==> config.mk <==
export PLATFORM = sky130hd
export DESIGN_NAME = mvau_act_scheduler_flat
export DESIGN_NICKNAME = d
export VERILOG_FILES = /design/src/rtl/mvau_act_scheduler_pkg.sv /design/src/rtl/mvau_act_scheduler_if.sv /design/src/rtl/mvau_act_buf.sv /design/src/rtl/mvau_act_scheduler.sv /design/src/flat_wrapper.sv
export SDC_FILE = /design/constraint.sdc
export NUM_CORES = 1
export LEC_CHECK = 0
export ABC_AREA = 1
export CORE_AREA = 2 2 53 92
export DETAILED_ROUTE_END_ITERATION = 7
export DIE_AREA = 0 0 55 94
export GPL_TIMING_DRIVEN = 0
export PLACE_DENSITY_LB_ADDON = 0.2
export SETUP_SLACK_MARGIN = 0.1
export SLEW_MARGIN = 20
export SYNTH_ARGS = -nofsm -noshare
export SYNTH_HDL_FRONTEND = slang
export SYNTH_SLANG_ARGS = --single-unit
==> constraint.sdc <==
create_clock -name clk -period 2 [get_ports clk]
set_input_delay 0.5 -clock clk [delete_from_list [all_inputs] [get_ports clk]]
set_output_delay 0.5 -clock clk [all_outputs]
set_load 0.02 [all_outputs]
==> src/rtl/mvau_act_scheduler_pkg.sv <==
// Shared types and parameter-derivation helpers for the MVAU activation scheduler.
package mvau_sched_pkg;

  typedef enum logic {
    FILL   = 1'b0,
    REPLAY = 1'b1
  } state_t;

  function automatic int calc_sf(input int matrix_w, input int simd);
    return matrix_w / simd;
  endfunction

  function automatic int calc_nf(input int matrix_h, input int pe);
    return matrix_h / pe;
  endfunction

  function automatic int calc_wmem_addr_bw(input int sf, input int nf);
    int bw;
    bw = $clog2(sf * nf);
    return (bw < 1) ? 1 : bw;
  endfunction

  // Index width for a counter/array of the given depth, never narrower than 1 bit.
  function automatic int cnt_bw(input int depth);
    return (depth > 1) ? $clog2(depth) : 1;
  endfunction

endpackage

==> src/rtl/mvau_act_scheduler_if.sv <==
// Activation-in / activation-out stream bundle of the MVAU activation scheduler.
interface mvau_act_scheduler_if #(
  parameter int TI           = 8,
  parameter int WMEM_ADDR_BW = 4
);
  logic [TI-1:0]           in_act;
  logic                    in_v;
  logic                    in_rdy;
  logic [TI-1:0]           out_act;
  logic                    out_v;
  logic                    out_rdy;
  logic [WMEM_ADDR_BW-1:0] wmem_addr;
  logic                    sf_last;
  logic                    nf_last;

  modport slave (
    input  in_act, in_v, out_rdy,
    output in_rdy, out_act, out_v, wmem_addr, sf_last, nf_last
  );

  modport master (
    output in_act, in_v, out_rdy,
    input  in_rdy, out_act, out_v, wmem_addr, sf_last, nf_last
  );
endinterface

==> src/rtl/mvau_act_buf.sv <==
// SF-deep activation vector buffer: one synchronous write port, one asynchronous read port.
module mvau_act_buf
  import mvau_sched_pkg::*;
#(
  parameter int SF = 4,
  parameter int TI = 8
) (
  input  logic                  clk,
  input  logic                  we,
  input  logic [cnt_bw(SF)-1:0] waddr,
  input  logic [TI-1:0]         wdata,
  input  logic [cnt_bw(SF)-1:0] raddr,
  output logic [TI-1:0]         rdata
);

  logic [TI-1:0] mem [SF];

  always_ff @(posedge clk) begin
    if (we) mem[waddr] <= wdata;
  end

  assign rdata = mem[raddr];

endmodule

==> src/rtl/mvau_act_scheduler.sv <==
// Buffers one SF-word activation vector and replays it NF times with weight addresses and last flags.
// Optional build macro MVAU_SCHED_PERF_CNT_EN adds vec_cnt / stall_cnt performance counters.
module mvau_act_scheduler
  import mvau_sched_pkg::*;
#(
  parameter int SIMD     = 2,
  parameter int TSRCI    = 4,
  parameter int MATRIX_W = 8,
  parameter int MATRIX_H = 6,
  parameter int PE       = 2
) (
  input  logic                 clk,
  input  logic                 rst_n,
`ifdef MVAU_SCHED_PERF_CNT_EN
  output logic [31:0]          vec_cnt,
  output logic [31:0]          stall_cnt,
`endif
  mvau_act_scheduler_if.slave  bus
);

  localparam int SF           = calc_sf(MATRIX_W, SIMD);
  localparam int NF           = calc_nf(MATRIX_H, PE);
  localparam int TI           = SIMD * TSRCI;
  localparam int WMEM_ADDR_BW = calc_wmem_addr_bw(SF, NF);
  localparam int SF_AW        = cnt_bw(SF);
  localparam int NF_AW        = cnt_bw(NF);
  localparam int AW           = WMEM_ADDR_BW;

  state_t            state_q, state_d;
  logic [SF_AW-1:0]  sf_cnt;
  logic [NF_AW-1:0]  nf_cnt;
  logic              adv, load, in_rdy_c, sf_end, nf_end;
  logic [TI-1:0]     ld_act, buf_rdata;
  logic [AW-1:0]     addr_c;

  logic [TI-1:0]     act_p1;
  logic              vld_p1;
  logic [AW-1:0]     addr_p1;
  logic              sf_last_p1, nf_last_p1;

  assign adv    = !vld_p1 || bus.out_rdy;
  assign sf_end = (sf_cnt == SF_AW'(SF - 1));
  assign nf_end = (nf_cnt == NF_AW'(NF - 1));
  assign addr_c = AW'(nf_cnt) * AW'(SF) + AW'(sf_cnt);

  mvau_act_buf #(.SF(SF), .TI(TI)) u_buf (
    .clk   (clk),
    .we    (load && (state_q == FILL)),
    .waddr (sf_cnt),
    .wdata (bus.in_act),
    .raddr (sf_cnt),
    .rdata (buf_rdata)
  );

  always_ff @(posedge clk) begin
    if (!rst_n) state_q <= FILL;
    else        state_q <= state_d;
  end

  // With NF=1 nf_end is always set, so FILL never hands over to REPLAY.
  always_comb begin
    state_d = state_q;
    case (state_q)
      FILL:    if (load && sf_end && !nf_end) state_d = REPLAY;
      REPLAY:  if (load && sf_end && nf_end)  state_d = FILL;
      default: state_d = FILL;
    endcase
  end

  always_comb begin
    in_rdy_c = 1'b0;
    load     = 1'b0;
    ld_act   = buf_rdata;
    case (state_q)
      FILL: begin
        in_rdy_c = adv;
        load     = bus.in_v && adv;
        ld_act   = bus.in_act;
      end
      REPLAY:  load = adv;
      default: load = 1'b0;
    endcase
  end

  assign bus.in_rdy = in_rdy_c;

  always_ff @(posedge clk) begin
    if (!rst_n) begin
      sf_cnt <= '0;
      nf_cnt <= '0;
    end else if (load) begin
      if (sf_end) begin
        sf_cnt <= '0;
        nf_cnt <= nf_end ? '0 : nf_cnt + NF_AW'(1);
      end else begin
        sf_cnt <= sf_cnt + SF_AW'(1);
      end
    end
  end

  // ---- stage p1: output register, loads only when the downstream slot is free ----
  always_ff @(posedge clk) begin
    if (!rst_n) begin
      vld_p1     <= 1'b0;
      act_p1     <= '0;
      addr_p1    <= '0;
      sf_last_p1 <= 1'b0;
      nf_last_p1 <= 1'b0;
    end else if (adv) begin
      vld_p1 <= load;
      if (load) begin
        act_p1     <= ld_act;
        addr_p1    <= addr_c;
        sf_last_p1 <= sf_end;
        nf_last_p1 <= nf_end;
      end
    end
  end

  assign bus.out_v     = vld_p1;
  assign bus.out_act   = act_p1;
  assign bus.wmem_addr = addr_p1;
  assign bus.sf_last   = sf_last_p1;
  assign bus.nf_last   = nf_last_p1;

`ifdef MVAU_SCHED_PERF_CNT_EN
  always_ff @(posedge clk) begin
    if (!rst_n) begin
      vec_cnt   <= '0;
      stall_cnt <= '0;
    end else begin
      if (vld_p1 && bus.out_rdy && sf_last_p1 && nf_last_p1) vec_cnt <= vec_cnt + 32'd1;
      if (vld_p1 && !bus.out_rdy) stall_cnt <= stall_cnt + 32'd1;
    end
  end
`endif

endmodule
==> src/flat_wrapper.sv <==
// flat-port wrapper written by rule: the top's interface ports become plain ports
module mvau_act_scheduler_flat import mvau_sched_pkg::*;
#(
  parameter int SIMD     = 2,
  parameter int TSRCI    = 4,
  parameter int MATRIX_W = 8,
  parameter int MATRIX_H = 6,
  parameter int PE       = 2
)
  (clk, rst_n, bus_in_act, bus_in_v, bus_out_rdy, bus_in_rdy, bus_out_act, bus_out_v, bus_wmem_addr, bus_sf_last, bus_nf_last);
  mvau_act_scheduler_if bus_i ();
  input  logic clk;
  input  logic rst_n;
  input wire logic [$bits(bus_i.in_act)-1:0] bus_in_act;
  input wire logic [$bits(bus_i.in_v)-1:0] bus_in_v;
  input wire logic [$bits(bus_i.out_rdy)-1:0] bus_out_rdy;
  output wire logic [$bits(bus_i.in_rdy)-1:0] bus_in_rdy;
  output wire logic [$bits(bus_i.out_act)-1:0] bus_out_act;
  output wire logic [$bits(bus_i.out_v)-1:0] bus_out_v;
  output wire logic [$bits(bus_i.wmem_addr)-1:0] bus_wmem_addr;
  output wire logic [$bits(bus_i.sf_last)-1:0] bus_sf_last;
  output wire logic [$bits(bus_i.nf_last)-1:0] bus_nf_last;
  assign bus_i.in_act = bus_in_act;
  assign bus_i.in_v = bus_in_v;
  assign bus_i.out_rdy = bus_out_rdy;
  assign bus_in_rdy = bus_i.in_rdy;
  assign bus_out_act = bus_i.out_act;
  assign bus_out_v = bus_i.out_v;
  assign bus_wmem_addr = bus_i.wmem_addr;
  assign bus_sf_last = bus_i.sf_last;
  assign bus_nf_last = bus_i.nf_last;
  mvau_act_scheduler #(.SIMD(SIMD), .TSRCI(TSRCI), .MATRIX_W(MATRIX_W), .MATRIX_H(MATRIX_H), .PE(PE)) u_core (.clk(clk), .rst_n(rst_n), .bus(bus_i));
endmodule
==> flow_summary.json, run 1 <==
{
  "period_share_pct": 93.9,
  "final-hold-violation-count": 0,
  "setup_ws_ns": 0.122,
  "max_clock_freq_mhz": 533,
  "hold_class": "flip-flop to flip-flop",
  "diodes": 0,
  "nets": 265,
  "final.setup_skew_ns": 0.0132,
  "numCtsBuffers": 5,
  "synthCells": 215,
  "worstPathCellList": "clkdlybuf4s50_1 -> nor2_4 -> nor2_4 -> nand2_2 -> buf_6 -> nor2_2",
  "core_area_mm2": 0.00440,
  "maxSlewViolCount": 0,
  "wirelength_mm": 4.56,
  "route.detailed.drc": 0,
  "final_cell_area_mm2": 0.00277,
  "cp_slowest_cell": "clkdlybuf4s50_1",
  "layout_common_cells": "54 x nand2_1, 32 x edfxtp_1, 26 x clkdlybuf4s50_1",
  "placed_area_mm2": 0.00263,
  "worstSetupPathType": "input pin to flip-flop",
  "grt_max_degree": 18,
  "slowest_delay_ns": 0.50,
  "grt_pass1_wl_mm": 7.34,
  "tritoncts": "built",
  "tns_ns": 0,
  "cp.arrival_ns": 1.83,
  "antenna_found_initial": 0,
  "max_cap_violations": 0,
  "synth-seq-area-share_pct": 59.2,
  "cts_buffer_depth": 2,
  "leakagePower_nw": 1.07,
  "dieArea_mm2": 0.00517,
  "yosysWarnings": 0,
  "crit_required_ns": 1.95,
  "worstSkewPairLatency_ns": 0.30,
  "crit_buf_inv": 2,
  "totalPowerFinal_mw": 2.44,
  "die_y_um": 94,
  "grt-ovfl-total": 0,
  "cp_top_family": "simple AND/OR/NAND/NOR gates",
  "final_util_pct": 62.8,
  "syn-num-nets": 231,
  "cts-root-buf": "clkbuf_8",
  "cts.sinks": 52,
  "relSlewSlack_pct": 66.3,
  "cp-start-kind": "input pin",
  "clk_pin_slew_ns": 0.09,
  "place.gp.congestion": 0.751,
  "ant_nets": 0,
  "synth_cell_type_count": 25,
  "outcome": "finished, final reports clean",
  "pre_cts_ws_ns": -0.504,
  "setup_violations": 0,
  "wl_per_cell_um": 15.1,
  "post-dp-hpwl_mm": 3.17,
  "synth-seq-cells": 52,
  "syn2layout_area_growth_pct": 20.3,
  "worstMarginPinSlew_ns": 0.505,
  "start_util_pct": 52.2,
  "final_common_cell": "nand2_1",
  "power_density_mw_per_mm2": 880,
  "syn_avg_cell_area_um2": 10.7,
  "ir_drop_mv": 0.715,
  "hold_buffers": 0,
  "cts.htree.levels": 2,
  "routed_via_density": 5.13,
  "min_period_ns": 1.88,
  "port_buffers": 27,
  "rsz0062_at_grt": "yes",
  "vias": 1543,
  "drt-initial-drc-count": 56,
  "first_pass_iters": 4,
  "cp-end-kind": "flip-flop",
  "cpMostUsedCell": "nor2_4",
  "crit_fanout": 10,
  "grt_pass1_vias": 1537,
  "drive_gt1_share_pct": 25.6,
  "die_w_um": 55,
  "grtUsageTotal_pct": 20.4,
  "ios": 28,
  "num_rows": 32,
  "post-cts-setup-buffer-count": 0,
  "synth_area_mm2": 0.00230
}
per-stage QoR:
step	hold slack, ns	instances
CTS	0.472	301
floorplan	0.459	215
global placement	0.454	293
finish	0.473	301
detailed placement	0.457	293
global route	0.494	301
per-layer routing:
metal | up-vias | part of all wire, % | global-route usage (%)
met2 | 27 | 55 | 35.6
met4 | 0 | 1.3 | 7.11
met3 | 6 | 3.4 | 4.14
met1 | 730 | 41 | 23.5
li1 | 780 | - | -
met5 | - | 0 | 0
worst paths after layout:
kind | startpoint | to | slack [ns] | depth (start not counted)
setup reg to reg | u_core.sf_cnt[0] | u_core.u_buf.mem[2][5] | 0.30 | 6
setup / recovery | bus_out_rdy | u_core.u_buf.mem[3][5] | 0.12 | 6
hold / removal | u_core.bus.wmem_addr[0] | u_core.bus.wmem_addr[0] | 0.47 | 2
hold reg to reg | u_core.bus.wmem_addr[0] | u_core.bus.wmem_addr[0] | 0.47 | 2
timing repair:
| action | CTS | global route |
|---|---|---|
| pin swaps | 0 | 0 |
| endpoints found under the setup margin | 33 | 25 |
| gates resized for setup | 5 | 2 |
where the power goes:
part           switching (mW)  leakage (nW)  total [mW]  internal, mW
clock                   0.345        0.0651       0.748         0.403
combinational           0.267         0.545       0.454         0.188
sequential             0.0265         0.458        1.23          1.21
tightest hold or removal path: stages, from the launching register on:
cell and delay (ns):
dfxtp_1 0.32, nand2_1 0.06, a21oi_1 0.05
kinds of logic (layout without fill, tap and decap cells):
| group | Yosys count | after routing | share of synthesized area, % |
|---|---|---|---|
| adder cells (fa/ha/maj) | 4 | 4 | 2.18 |
| AND/OR/NAND/NOR | 101 | 101 | 22.0 |
| buffers and inverters | 24 | 59 | 7.78 |
| flip-flops | 52 | 52 | 59.2 |
| AO/OA/AOI/OAI | 34 | 34 | 8.81 |
cell usage after synthesis:
library cell	instances	share of area, %
a211oi_1	1	0.33
nand2_4	1	0.49
o21ai_1	2	0.44
nor2_1	10	1.6
buf_1	1	0.16
nand3_2	8	3.5
buf_8	1	0.65
edfxtp_1	32	42
ha_1	4	2.2
o21ai_0	13	2.8
nand2_1	54	8.8
a21oi_2	8	3.0
inv_8	1	0.49
buf_6	7	3.4
nand2_2	9	2.4
nor2_2	1	0.27
inv_2	3	0.49
nand3_1	8	1.7
a21oi_1	10	2.2
buf_12	1	0.87
dfxtp_1	20	17
buf_2	1	0.22
inv_1	9	1.5
or2_2	8	2.2
nor2_4	2	0.98
sequential cells by signal, indices dropped and copies added (netlist names), named ones only:
register              flops
u_core.sf_cnt             2
u_core.bus.out_act        8
u_core.nf_cnt             2
u_core.bus.out_v          1
u_core.u_buf.mem         32
u_core.bus.wmem_addr      4
u_core.bus.nf_last        1
u_core.bus.sf_last        1
final cells by class:
| type | count | area, um^2 |
|---|---|---|
| Buffer | 11 | 123 |
| Clock buffer | 7 | 119 |
| Clock inverter | 1 | 8.76 |
| Fill cell | 375 | 1640 |
| Inverter | 13 | 56.3 |
| Multi-Input combinational cell | 139 | 769 |
| Sequential cell | 52 | 1360 |
| Tap cell | 51 | 63.8 |
| Timing Repair Buffer | 27 | 265 |
Note: power is estimated with default switching activity, not from simulation.
==> run 2: changes to the inputs <==
==> constraint.sdc (replaced) <==
create_clock -name clk -period 1.9 [get_ports clk]
set_input_delay 0.475 -clock clk [delete_from_list [all_inputs] [get_ports clk]]
set_output_delay 0.475 -clock clk [all_outputs]
set_load 0.02 [all_outputs]
==> run 2 against run 1 <==
Net effect: final cell count did not move; design area rose by 0.72%; global-route usage shrank 0.22 points; non-clock buffer count stayed put; core utilization rose by 0.45 points; setup slack improved by 0.028 ns; combinational power up 7.3%; via count down 0.45%; first-iteration DRC count shrank 5.4%; power is 5.7% higher; flip-flop and latch count unchanged; die area is the same; critical path type is now input pin to output port.
==> flow_summary.json, run 2 (synthesized netlist as in run 1, its figures left out) <==
{
  "r2r_slack_ns": 0.34,
  "cts_buffer_depth": 2,
  "regMostFlops": "u_core.u_buf.mem",
  "drive_gt1_share_pct": 25.6,
  "maxSlewViolCount": 0,
  "outcome": "finished, final reports clean",
  "die_w_um": 55,
  "power_frac_seq_pct": 50.4,
  "power_density_mw_per_mm2": 924,
  "cts-root-buf": "clkbuf_8",
  "worstSkewPairLatency_ns": 0.30,
  "comb_power_share_pct": 18.9,
  "numCtsBuffers": 5,
  "setup_violations": 0,
  "min_period_ns": 1.75,
  "ant_nets": 0,
  "hold_class": "flip-flop to flip-flop",
  "dieArea_mm2": 0.00517,
  "wirelength_mm": 4.52,
  "worstPathCellList": "clkdlybuf4s50_1 -> nor2_4 -> nor2_1 -> buf_2",
  "final-hold-violation-count": 0,
  "grt-ovfl-total": 0,
  "final.setup_skew_ns": 0.0122,
  "slowest_delay_ns": 0.50,
  "timing.rr.end": "u_core.u_buf.mem[2][2]",
  "largest_reg_flops": 32,
  "leakagePower_nw": 1.07,
  "cp-end-kind": "output port",
  "r2r-start": "u_core.sf_cnt[0]",
  "diodes": 0,
  "worstMarginPinSlew_ns": 0.343,
  "grt_pass1_vias": 1544,
  "r2r_cells": 6,
  "start_util_pct": 52.2,
  "routed_via_density": 5.10,
  "crit_required_ns": 1.42,
  "cts.sinks": 52,
  "period_share_pct": 92.1,
  "vias": 1536,
  "holdPathEnd": "u_core.bus.wmem_addr[0]",
  "p_switching_mw": 0.679,
  "clkPwrFrac_pct": 30.6,
  "syn2layout_area_growth_pct": 21.2,
  "grt_pass1_wl_mm": 7.30,
  "worstSetupPathType": "input pin to output port",
  "ios": 28,
  "first_pass_iters": 4,
  "antenna_found_initial": 0,
  "post-dp-hpwl_mm": 3.17,
  "cts.htree.levels": 2,
  "cp-start-kind": "input pin",
  "rsz0062_at_grt": "no",
  "port_buffers": 27,
  "ir_drop_mv": 0.764,
  "grtUsageTotal_pct": 20.1,
  "crit_fanout": 3,
  "nets": 265,
  "totalPowerFinal_mw": 2.57,
  "hold_start": "u_core.bus.wmem_addr[0]",
  "num_rows": 32,
  "p_int_mw": 1.89,
  "grt_max_degree": 18,
  "max_cap_violations": 0,
  "layout_common_cells": "54 x nand2_1, 32 x edfxtp_1, 26 x clkdlybuf4s50_1",
  "place.gp.congestion": 0.751,
  "hold_depth": 2,
  "p_sw_share_pct": 26.4,
  "core_area_mm2": 0.00440,
  "max_clock_freq_mhz": 572,
  "route.detailed.drc": 0,
  "die_y_um": 94,
  "drt-initial-drc-count": 53,
  "placed_area_mm2": 0.00263,
  "tritoncts": "built",
  "wl_per_cell_um": 15.0,
  "cp.arrival_ns": 1.27,
  "clk_pin_slew_ns": 0.08,
  "relSlewSlack_pct": 77.2,
  "final_common_cell": "nand2_1",
  "final_cell_area_mm2": 0.00279,
  "cp_slowest_cell": "clkdlybuf4s50_1"
}
==> run 2: cell count changes in the layout (fill, tap and decap cells not counted), sizes merged <==
cell,previous run,this run
buf,11,12
clkbuf,8,7
==> run 2: cell type report <==
class                           instances  area, um^2
Fill cell                             371        1620
Sequential cell                        52        1360
Multi-Input combinational cell        139         790
Timing Repair Buffer                   27         265
Buffer                                 11         123
Clock buffer                            7         119
Tap cell                               51        63.8
Inverter                               13        56.3
Clock inverter                          1        8.76
==> run 2: critical path, delay by kind of cell <==
family	cells	cell delay [ns]
buf+inv	2	0.67
simple gates	2	0.12
==> run 2: repair_timing <==
item / in CTS / in global routing
buffers inserted: 0 / 0
hold buffers: 0 / 0
pin swaps: 0 / 1
setup endpoints to repair: 33 / 1
gates resized for setup: 11 / 1
gates cloned: 0 / 0
==> run 2: worst max path at each step <==
stage,to,start
2_1_floorplan,u_core.u_buf.mem[0][0],bus_in_v
3_3_place_gp,u_core.u_buf.mem[3][2],bus_out_rdy
3_5_place_dp,u_core.u_buf.mem[3][4],bus_out_rdy
4_1_cts,bus_in_rdy,bus_out_rdy
5_1_grt,bus_in_rdy,bus_out_rdy
6_report,bus_in_rdy,bus_out_rdy
==> run 2: power groups by stage <==
stage / sequential [mW] / combinational, mW / clock [mW]
after global routing: 1.31 / 0.538 / 0.834
final: 1.30 / 0.487 / 0.789
after detailed placement: 1.32 / 0.478 / 0
after floorplan: 1.35 / 0.282 / 0
after global placement: 1.32 / 0.472 / 0
after CTS: 1.30 / 0.494 / 0.797
==> run 2: metal layers <==
metal	track usage (%)	share of wire, %
met4	7.11	2.0
met3	4.14	3.2
met5	0	0
met1	23.6	40
met2	34.8	54
==> run 2: metrics by stage <==
step           hold slack (ns)  utilization, %  setup slack, ns  std cells  setup TNS, ns
2_1_floorplan            0.459               -            0.311        215              0
3_3_place_gp             0.454            59.8           -0.545        293         -15.88
3_5_place_dp             0.457            59.8           -0.579        293         -16.76
4_1_cts                  0.472            63.4           0.0274        301              0
5_1_grt                  0.494            63.3            0.111        301              0
6_report                 0.468            63.3            0.151        301              0
